**src/rtl/pipe_mac_if.sv**
```systemverilog
// Sample/result bundle for pipe_mac: the master drives operands and framing,
// the slave (the MAC) returns framed accumulation results.
interface pipe_mac_if #(
    parameter int AW   = 27,
    parameter int BW   = 19,
    parameter int ACCW = 48
);
    logic            in_valid;
    logic [AW-1:0]   ain;
    logic [BW-1:0]   bin;
    logic            a_signed;
    logic            b_signed;
    logic            acc_first;
    logic            acc_last;
    logic            out_valid;
    logic [ACCW-1:0] acc_out;
    logic            ovf;

    modport master (
        output in_valid, ain, bin, a_signed, b_signed, acc_first, acc_last,
        input  out_valid, acc_out, ovf
    );

    modport slave (
        input  in_valid, ain, bin, a_signed, b_signed, acc_first, acc_last,
        output out_valid, acc_out, ovf
    );
endinterface

```
**src/rtl/pipe_mac.sv**
```systemverilog
// Pipelined multiply-accumulate: PIPE-deep multiplier, framed accumulator, sticky overflow.
// Define PIPE_MAC_SAT_EN to clamp the accumulator on overflow instead of wrapping.
module pipe_mac #(
    parameter int AW   = 27,
    parameter int BW   = 19,
    parameter int PIPE = 3,
    parameter int ACCW = 48
) (
    input  logic      clk,
    input  logic      rst_n,
    input  logic      ce,
    pipe_mac_if.slave bus
);
    localparam int PW = AW + BW;

    typedef struct packed {
        logic vld;
        logic first;
        logic last;
    } tag_t;

    // Stage 1 holds extended operands; tag[i] is stage i+1; prod[i] is stage i+2.
    logic signed [AW:0]     a_q, a_d;
    logic signed [BW:0]     b_q, b_d;
    tag_t                   tag_q  [PIPE];
    tag_t                   tag_d  [PIPE];
    logic signed [PW-1:0]   prod_q [PIPE-1];
    logic signed [PW-1:0]   prod_d [PIPE-1];

    logic signed [ACCW-1:0] acc_q, acc_d;
    logic                   sticky_q, sticky_d;
    logic                   out_valid_q, out_valid_d;
    logic [ACCW-1:0]        acc_out_q, acc_out_d;
    logic                   ovf_q, ovf_d;

    tag_t                   acc_tag;
    logic signed [ACCW-1:0] prod_ext;
    logic signed [ACCW-1:0] sum;
    logic                   add_ovf;

    always_comb begin
        a_d = bus.a_signed ? {bus.ain[AW-1], bus.ain} : {1'b0, bus.ain};
        b_d = bus.b_signed ? {bus.bin[BW-1], bus.bin} : {1'b0, bus.bin};

        tag_d[0] = '{vld:   bus.in_valid,
                     first: bus.in_valid & bus.acc_first,
                     last:  bus.in_valid & bus.acc_last};
        for (int i = 1; i < PIPE; i++) begin
            tag_d[i] = tag_q[i-1];
        end

        // Both operands fit in PW bits once extended, so a PW-wide product is the exact truncation.
        prod_d[0] = PW'(a_q) * PW'(b_q);
        for (int i = 1; i < PIPE - 1; i++) begin
            prod_d[i] = prod_q[i-1];
        end
    end

    always_comb begin
        // NOTE: every output of this block is given a default first so no path infers a latch.
        acc_tag     = tag_q[PIPE-1];
        prod_ext    = ACCW'(prod_q[PIPE-2]);
        sum         = acc_q + prod_ext;
        add_ovf     = (acc_q[ACCW-1] == prod_ext[ACCW-1]) && (sum[ACCW-1] != acc_q[ACCW-1]);

        acc_d       = acc_q;
        sticky_d    = sticky_q;
        acc_out_d   = acc_out_q;
        ovf_d       = ovf_q;
        out_valid_d = 1'b0;

        if (acc_tag.vld) begin
            if (acc_tag.first) begin
                acc_d    = prod_ext;
                sticky_d = 1'b0;
            end else begin
                acc_d    = sum;
                sticky_d = sticky_q | add_ovf;
`ifdef PIPE_MAC_SAT_EN
                // Same-sign overflow: the accumulator's sign gives the clamp direction.
                if (add_ovf) begin
                    acc_d = acc_q[ACCW-1] ? {1'b1, {(ACCW-1){1'b0}}}
                                          : {1'b0, {(ACCW-1){1'b1}}};
                end
`endif
            end
            if (acc_tag.last) begin
                acc_out_d   = acc_d;
                ovf_d       = sticky_d;
                out_valid_d = 1'b1;
            end
        end
    end

    // NOTE: state is updated with non-blocking assignments so all stages shift on the same edge.
    always_ff @(posedge clk or negedge rst_n) begin
        if (!rst_n) begin
            // NOTE: the pipeline storage is reset too, so a reset flushes in-flight samples.
            a_q <= '0;
            b_q <= '0;
            for (int i = 0; i < PIPE; i++) begin
                tag_q[i] <= '0;
            end
            for (int i = 0; i < PIPE - 1; i++) begin
                prod_q[i] <= '0;
            end
            acc_q       <= '0;
            sticky_q    <= 1'b0;
            out_valid_q <= 1'b0;
            acc_out_q   <= '0;
            ovf_q       <= 1'b0;
        end else if (ce) begin
            a_q         <= a_d;
            b_q         <= b_d;
            tag_q       <= tag_d;
            prod_q      <= prod_d;
            acc_q       <= acc_d;
            sticky_q    <= sticky_d;
            out_valid_q <= out_valid_d;
            acc_out_q   <= acc_out_d;
            ovf_q       <= ovf_d;
        end
    end

    assign bus.out_valid = out_valid_q;
    assign bus.acc_out   = acc_out_q;
    assign bus.ovf       = ovf_q;

endmodule

```
**src/flat_wrapper.sv**
```systemverilog
// flat-port wrapper written by rule: the top's interface ports become plain ports
module pipe_mac_flat 
#(
    parameter int AW   = 27,
    parameter int BW   = 19,
    parameter int PIPE = 3,
    parameter int ACCW = 48
)
  (clk, rst_n, ce, bus_in_valid, bus_ain, bus_bin, bus_a_signed, bus_b_signed, bus_acc_first, bus_acc_last, bus_out_valid, bus_acc_out, bus_ovf);
  pipe_mac_if #(.AW(AW), .BW(BW), .ACCW(ACCW)) bus_i ();
  input  logic clk;
  input  logic rst_n;
  input  logic ce;
  input wire logic [$bits(bus_i.in_valid)-1:0] bus_in_valid;
  input wire logic [$bits(bus_i.ain)-1:0] bus_ain;
  input wire logic [$bits(bus_i.bin)-1:0] bus_bin;
  input wire logic [$bits(bus_i.a_signed)-1:0] bus_a_signed;
  input wire logic [$bits(bus_i.b_signed)-1:0] bus_b_signed;
  input wire logic [$bits(bus_i.acc_first)-1:0] bus_acc_first;
  input wire logic [$bits(bus_i.acc_last)-1:0] bus_acc_last;
  output wire logic [$bits(bus_i.out_valid)-1:0] bus_out_valid;
  output wire logic [$bits(bus_i.acc_out)-1:0] bus_acc_out;
  output wire logic [$bits(bus_i.ovf)-1:0] bus_ovf;
  assign bus_i.in_valid = bus_in_valid;
  assign bus_i.ain = bus_ain;
  assign bus_i.bin = bus_bin;
  assign bus_i.a_signed = bus_a_signed;
  assign bus_i.b_signed = bus_b_signed;
  assign bus_i.acc_first = bus_acc_first;
  assign bus_i.acc_last = bus_acc_last;
  assign bus_out_valid = bus_i.out_valid;
  assign bus_acc_out = bus_i.acc_out;
  assign bus_ovf = bus_i.ovf;
  pipe_mac #(.AW(AW), .BW(BW), .PIPE(PIPE), .ACCW(ACCW)) u_core (.clk(clk), .rst_n(rst_n), .ce(ce), .bus(bus_i));
endmodule
```
**config.mk**
```make
export PLATFORM = sky130hd
export DESIGN_NAME = pipe_mac_flat
export DESIGN_NICKNAME = d
export VERILOG_FILES = /design/src/rtl/pipe_mac_if.sv /design/src/rtl/pipe_mac.sv /design/src/flat_wrapper.sv
export SDC_FILE = /design/constraint.sdc
export NUM_CORES = 2
export LEC_CHECK = 0
export BUFFER_PORTS_ARGS = -buffer_cell sky130_fd_sc_hd__buf_4
export CORE_UTILIZATION = 60
export CTS_CLUSTER_SIZE = 28
export DETAILED_ROUTE_END_ITERATION = 10
export GPL_TIMING_DRIVEN = 0
export PLACE_DENSITY = 0.77
export SETUP_SLACK_MARGIN = 0.2
export SYNTH_ARGS = -nofsm -noshare
export SYNTH_HDL_FRONTEND = slang
export SYNTH_SLANG_ARGS = --single-unit
```
**constraint.sdc**
```tcl
create_clock -name clk -period 8.36 [get_ports clk]
set_clock_uncertainty 0.2 [all_clocks]
set_input_delay 0.418 -clock clk [delete_from_list [all_inputs] [get_ports clk]]
set_output_delay 0.418 -clock clk [all_outputs]
set_load 0.05 [all_outputs]
```
---- Word level (Yosys, flattened, before mapping) ----
Index checks and enable logic that the tools add are counted.
cells by class
  $add $sub $neg .......................... 1
  $mul .................................... 1
  div/mod/pow operators ................... 0
  $lt $le $gt $ge ......................... 0
  equal/unequal tests ..................... 2
  shift-type cells ........................ 0
  muxes and demuxes ....................... 6
  bitwise logic cells ..................... 3
  reduce and logical (&&, ||, !) cells .... 3
operator list
  kind                 number
  $add A48 B46 Y48     1
  $mux W48             1
  $mul A28 B20 Y46     1
  $mux W28             1
  $mux W20             1
  $mux W1              3
  $reduce_and A3 Y1    1
  $and A1 B1 Y1        2
  $reduce_and A2 Y1    1
  $eq A1 B1 Y1         1
  $logic_and A1 B1 Y1  1
  $ne A1 B1 Y1         1
  $or A1 B1 Y1         1
word-level totals
  flip-flop bits (word level) ............. 248
  bits in latches ......................... 0
  RAM bits ................................ 0
  memory bits (read-only) ................. 0
  bits of input ports ..................... 54
  output and inout bits ................... 50
  word-level logic and storage cells ...... 34
  memories ................................ 0

---- Depth between registers and ports, before layout ----
  depth in word-level cells ............... 5
  gate-level depth with buffers ........... 28
  depth with buffers taken out ............ 26

---- Worst setup path before layout ----
No wires, ideal clock.
  path kind ............................... register -> register
  from .................................... register u_core.b_q[7]
  to ...................................... register u_core.prod_q, in the netlist u_core.prod_d[45]
  setup time .............................. 125 ps
  arrival ................................. 6699 ps
  path slack .............................. 1337 ps
  stages on the path, launching flop included .. 25
  buffers on the path ..................... 2
  period minus slack after synthesis ...... 7023 ps
  path through ............................ dfrtp_1 clkbuf_1 clkbuf_1 nand2_1 fa_1 fa_1 fa_1 fa_1 inv_1 fa_1 fa_1 inv_1 fa_1 inv_1 ha_1 nand3_1 nor3_2 nor3b_2 o2111ai_1 and4bb_4 a211o_4 o21bai_2 a211oi_2 xnor2_1 mux2_2
between the ends
  cells in the longest elaborated chain, start to end .. 1
RTL lines
  element                 RTL line         RTL
  from (decl)             pipe_mac.sv:24   logic signed [BW:0] b_q, b_d;
  from (signal assigned)  pipe_mac.sv:100  b_q <= '0;
  from (signal assigned)  pipe_mac.sv:114  b_q <= b_d;
  $mul A28 B20 Y46        pipe_mac.sv:53   prod_d[0] = PW'(a_q) * PW'(b_q);
  to (signal assigned)    pipe_mac.sv:116  prod_q <= prod_d;
  to (decl)               pipe_mac.sv:27   logic signed [PW-1:0] prod_q [PIPE-1];
No other way between the ends.
A chain may end at the register's enable or synchronous reset.

---- Worst setup path in the final report ----
  from .................................... register u_core.a_q[8]
  to ...................................... register u_core.prod_q, in the netlist u_core.prod_d[45]
between the ends
  cells in the longest elaborated chain, start to end .. 1
RTL lines
  element                 RTL line         RTL
  from (decl)             pipe_mac.sv:23   logic signed [AW:0] a_q, a_d;
  from (signal assigned)  pipe_mac.sv:99   a_q <= '0;
  from (signal assigned)  pipe_mac.sv:113  a_q <= a_d;
  $mul A28 B20 Y46        pipe_mac.sv:53
No other way between the ends.

==> metrics.txt <==
setup bufs post-CTS 0; DIE HEIGHT 233 um; status completed; grt peak-use layer met2; die area 54200 sq um; CP Buf/Inv Count 5; Tightest Pin Transition 1.08 ns; final WL 87100 um; gpl congestion 0.963; TritonRoute pass-1 iters 5; Hold Path Class in2async; HPWL after detailed placement 68700 um; vias per cell 5.74; Worst slew margin 27.9%; initial antenna violation count 2; f_max 125 MHz; I/O pins 104; CTS Buf Count 28; Req. time, crit path 8.62 ns; proportion of layout cells with a drive suffix above 1 10.5%; Hold Fails Final Rpt 0; gr ovfl total 0; CTS Sinks 248; core outline area 52700 sq um; max incr delay on CP 0.59 ns; I/O Buffers 103; TritonCTS clock tree built; vias 24496; Post-Syn Nets 4134; Hold WS 0.120 ns; RSZ-0062 raised after global routing no; largest net degree at the start of global routing 120; # Max-Cap Violations 0; Clock Pin Slew Worst Setup and Hold Paths 0.06 ns; R2R depth 24; sequential-to-total area share from yosys stat 19.4%; Residual DRC 0; clk_lat worst skew 0.59 ns; endpoints failing setup 0; WP depth 24; area delta synth->final 10.3%; Tcrit/Tclk final 95.5%; Crit path max-delay family adder cells; synth top area cells fa_1 34%, dfrtp_1 19%, inv_1 7.4%, ha_1 6.5%, and2_1 5.4%; GRT Overall Usage 33.8%; crit path max fanout 10; row cnt 84; Synth async-reset ratio 100%; reg2reg end u_core.prod_d[45]; fillers 4156; nature of the critical path startpoint register; Post-Syn Instances 3364; Syn Area/Cell 9.51 sq um; DRT antenna net count 0; met1 GRT Util 44.3%; htree depth 1; clock root cell clkbuf_16; Critical Path Sink Type register; area leader, netlist fa_1; vias in the first global route 25504; post-route minimum period 7.99 ns; count leader, synth inv_1; Initial Util 60.7%; met3 usage 5.98%; Synth Register Bits 248; GR Util met2 55.0%; number of synthesized flops with an enable pin 0; critical path class reg2reg; first-pass GRT wire length 139000 um; Max Slew Vio Count 0; initial detailed-routing violation count 1923; critical path arrival 8.25 ns; CP cell instances clkbuf_1, and2_1, fa_1, inv_1, fa_1, fa_1, inv_1, fa_1, fa_1, fa_1, inv_1, fa_1, inv_1, ha_2, nand3_1, nor3_4, nor3b_4, o2111ai_1, and4bb_4, a211o_4, o21bai_2, a211oi_2, xnor2_1, mux2_2; CTS Buffer Depth 3; Slowest-stage cell, CP clkbuf_1; drt wl/cell 20.4 um; post-route cell area 35300 sq um; Synth top area share 34.4%; top_reg_cell synth dfrtp_1; die width 233 um; flop2flop setup slack 0.37 ns; Nets 4324; Cell Area, Placed 33700 sq um; Post-Synthesis Cell Area 32000 sq um; Syn. warnings 0; synth unique cells 76; worst r2r src u_core.a_q[8]; list of most frequent post-synthesis cells 627 x inv_1, 549 x fa_1, 421 x nand2_1; CP most frequent cell fa_1
==> routing by layer <==
layer	routed length [um]	up-vias
li1	-	10764
met3	7440	271
met2	40800	1097
met1	34600	12364
met5	0	-
met4	4230	0
==> layout by cell type, fill, tap and decap left out, types with 42 or more instances in the layout <==
cell type / instances
a21o_1: 51
buf_4: 102
mux2_2: 137
dfrtp_1: 248
nand2_1: 421
xnor2_1: 69
fa_1: 547
ha_1: 165
clkbuf_1: 123
and2_1: 278
inv_1: 627
clkbuf_2: 42
o21ai_0: 127
dlygate4sd3_1: 55
nor2_1: 97
a21oi_1: 117
==> worst max-delay path by stage <==
stage	slack, ns	startpoint	end
finish	0.37	u_core.a_q[8]	u_core.prod_d[45]
floorplan	1.34	u_core.b_q[7]	u_core.prod_d[45]
detailed placement	-0.31	u_core.b_q[6]	u_core.prod_d[45]
CTS	0.22	u_core.b_q[9]	u_core.prod_d[45]
global route	0.20	u_core.b_q[2]	u_core.prod_d[45]
global placement	-0.29	u_core.b_q[6]	u_core.prod_d[45]
==> repair_timing <==
action	in CTS	in global routing
endpoints found under the setup margin	13	11
hold buffers	55	0
gates cloned	0	0
gates resized for setup	17	82
hold endpoints to repair	180	0
pin swaps	0	1
==> cell type report <==
type	instances	area, sq um	area share (%)
Inverter	627	2350	6.67
Clock buffer	37	785	2.22
Tap cell	688	861	2.44
Antenna cell	2	5.00	0.0142
Buffer	183	768	2.18
Multi-Input combinational cell	2306	22800	64.5
Timing Repair Buffer	160	1390	3.93
Sequential cell	248	6210	17.6
Clock inverter	13	150	0.426
==> registers in the layout, indices dropped and copies added, names as in the netlist, 3 cells and up <==
name,flops
u_core.a_q,28
u_core.acc_q,48
u_core.acc_tag,3
u_core.b_q,20
u_core.bus.acc_out,48
u_core.prod_d,46
u_core.prod_ext,46
u_core.tag_d,6
==> metrics by stage <==
step / setup TNS (ns) / utilization [%] / worst slack [ns] / cells
after CTS: 0 / 66.8 / 0.223 / 4262
after global placement: -1.33 / 63.8 / -0.288 / 4155
final: 0 / 67.0 / 0.374 / 4264
after floorplan: 0 / - / 1.34 / 3364
after detailed placement: -1.57 / 64.0 / -0.310 / 4157
after global routing: 0 / 67.0 / 0.202 / 4262
==> cells by family (layout without fill, tap and decap cells) <==
kind of cell,after synthesis,in the layout,synth area share [%]
xor gates and xnor gates,94,94,2.57
muxes,148,148,5.17
DFF,248,248,19.4
and+or+nand+nor,920,920,14.0
other,0,2,0
buffers and inverters,810,1020,9.53
adders and majority gates,716,716,40.9
AOI/OAI and AO/OA,428,428,8.40
Power is left out: the tool's default activity adds up to more than one toggle a clock period on the data nets, which glitch-free logic cannot reach.
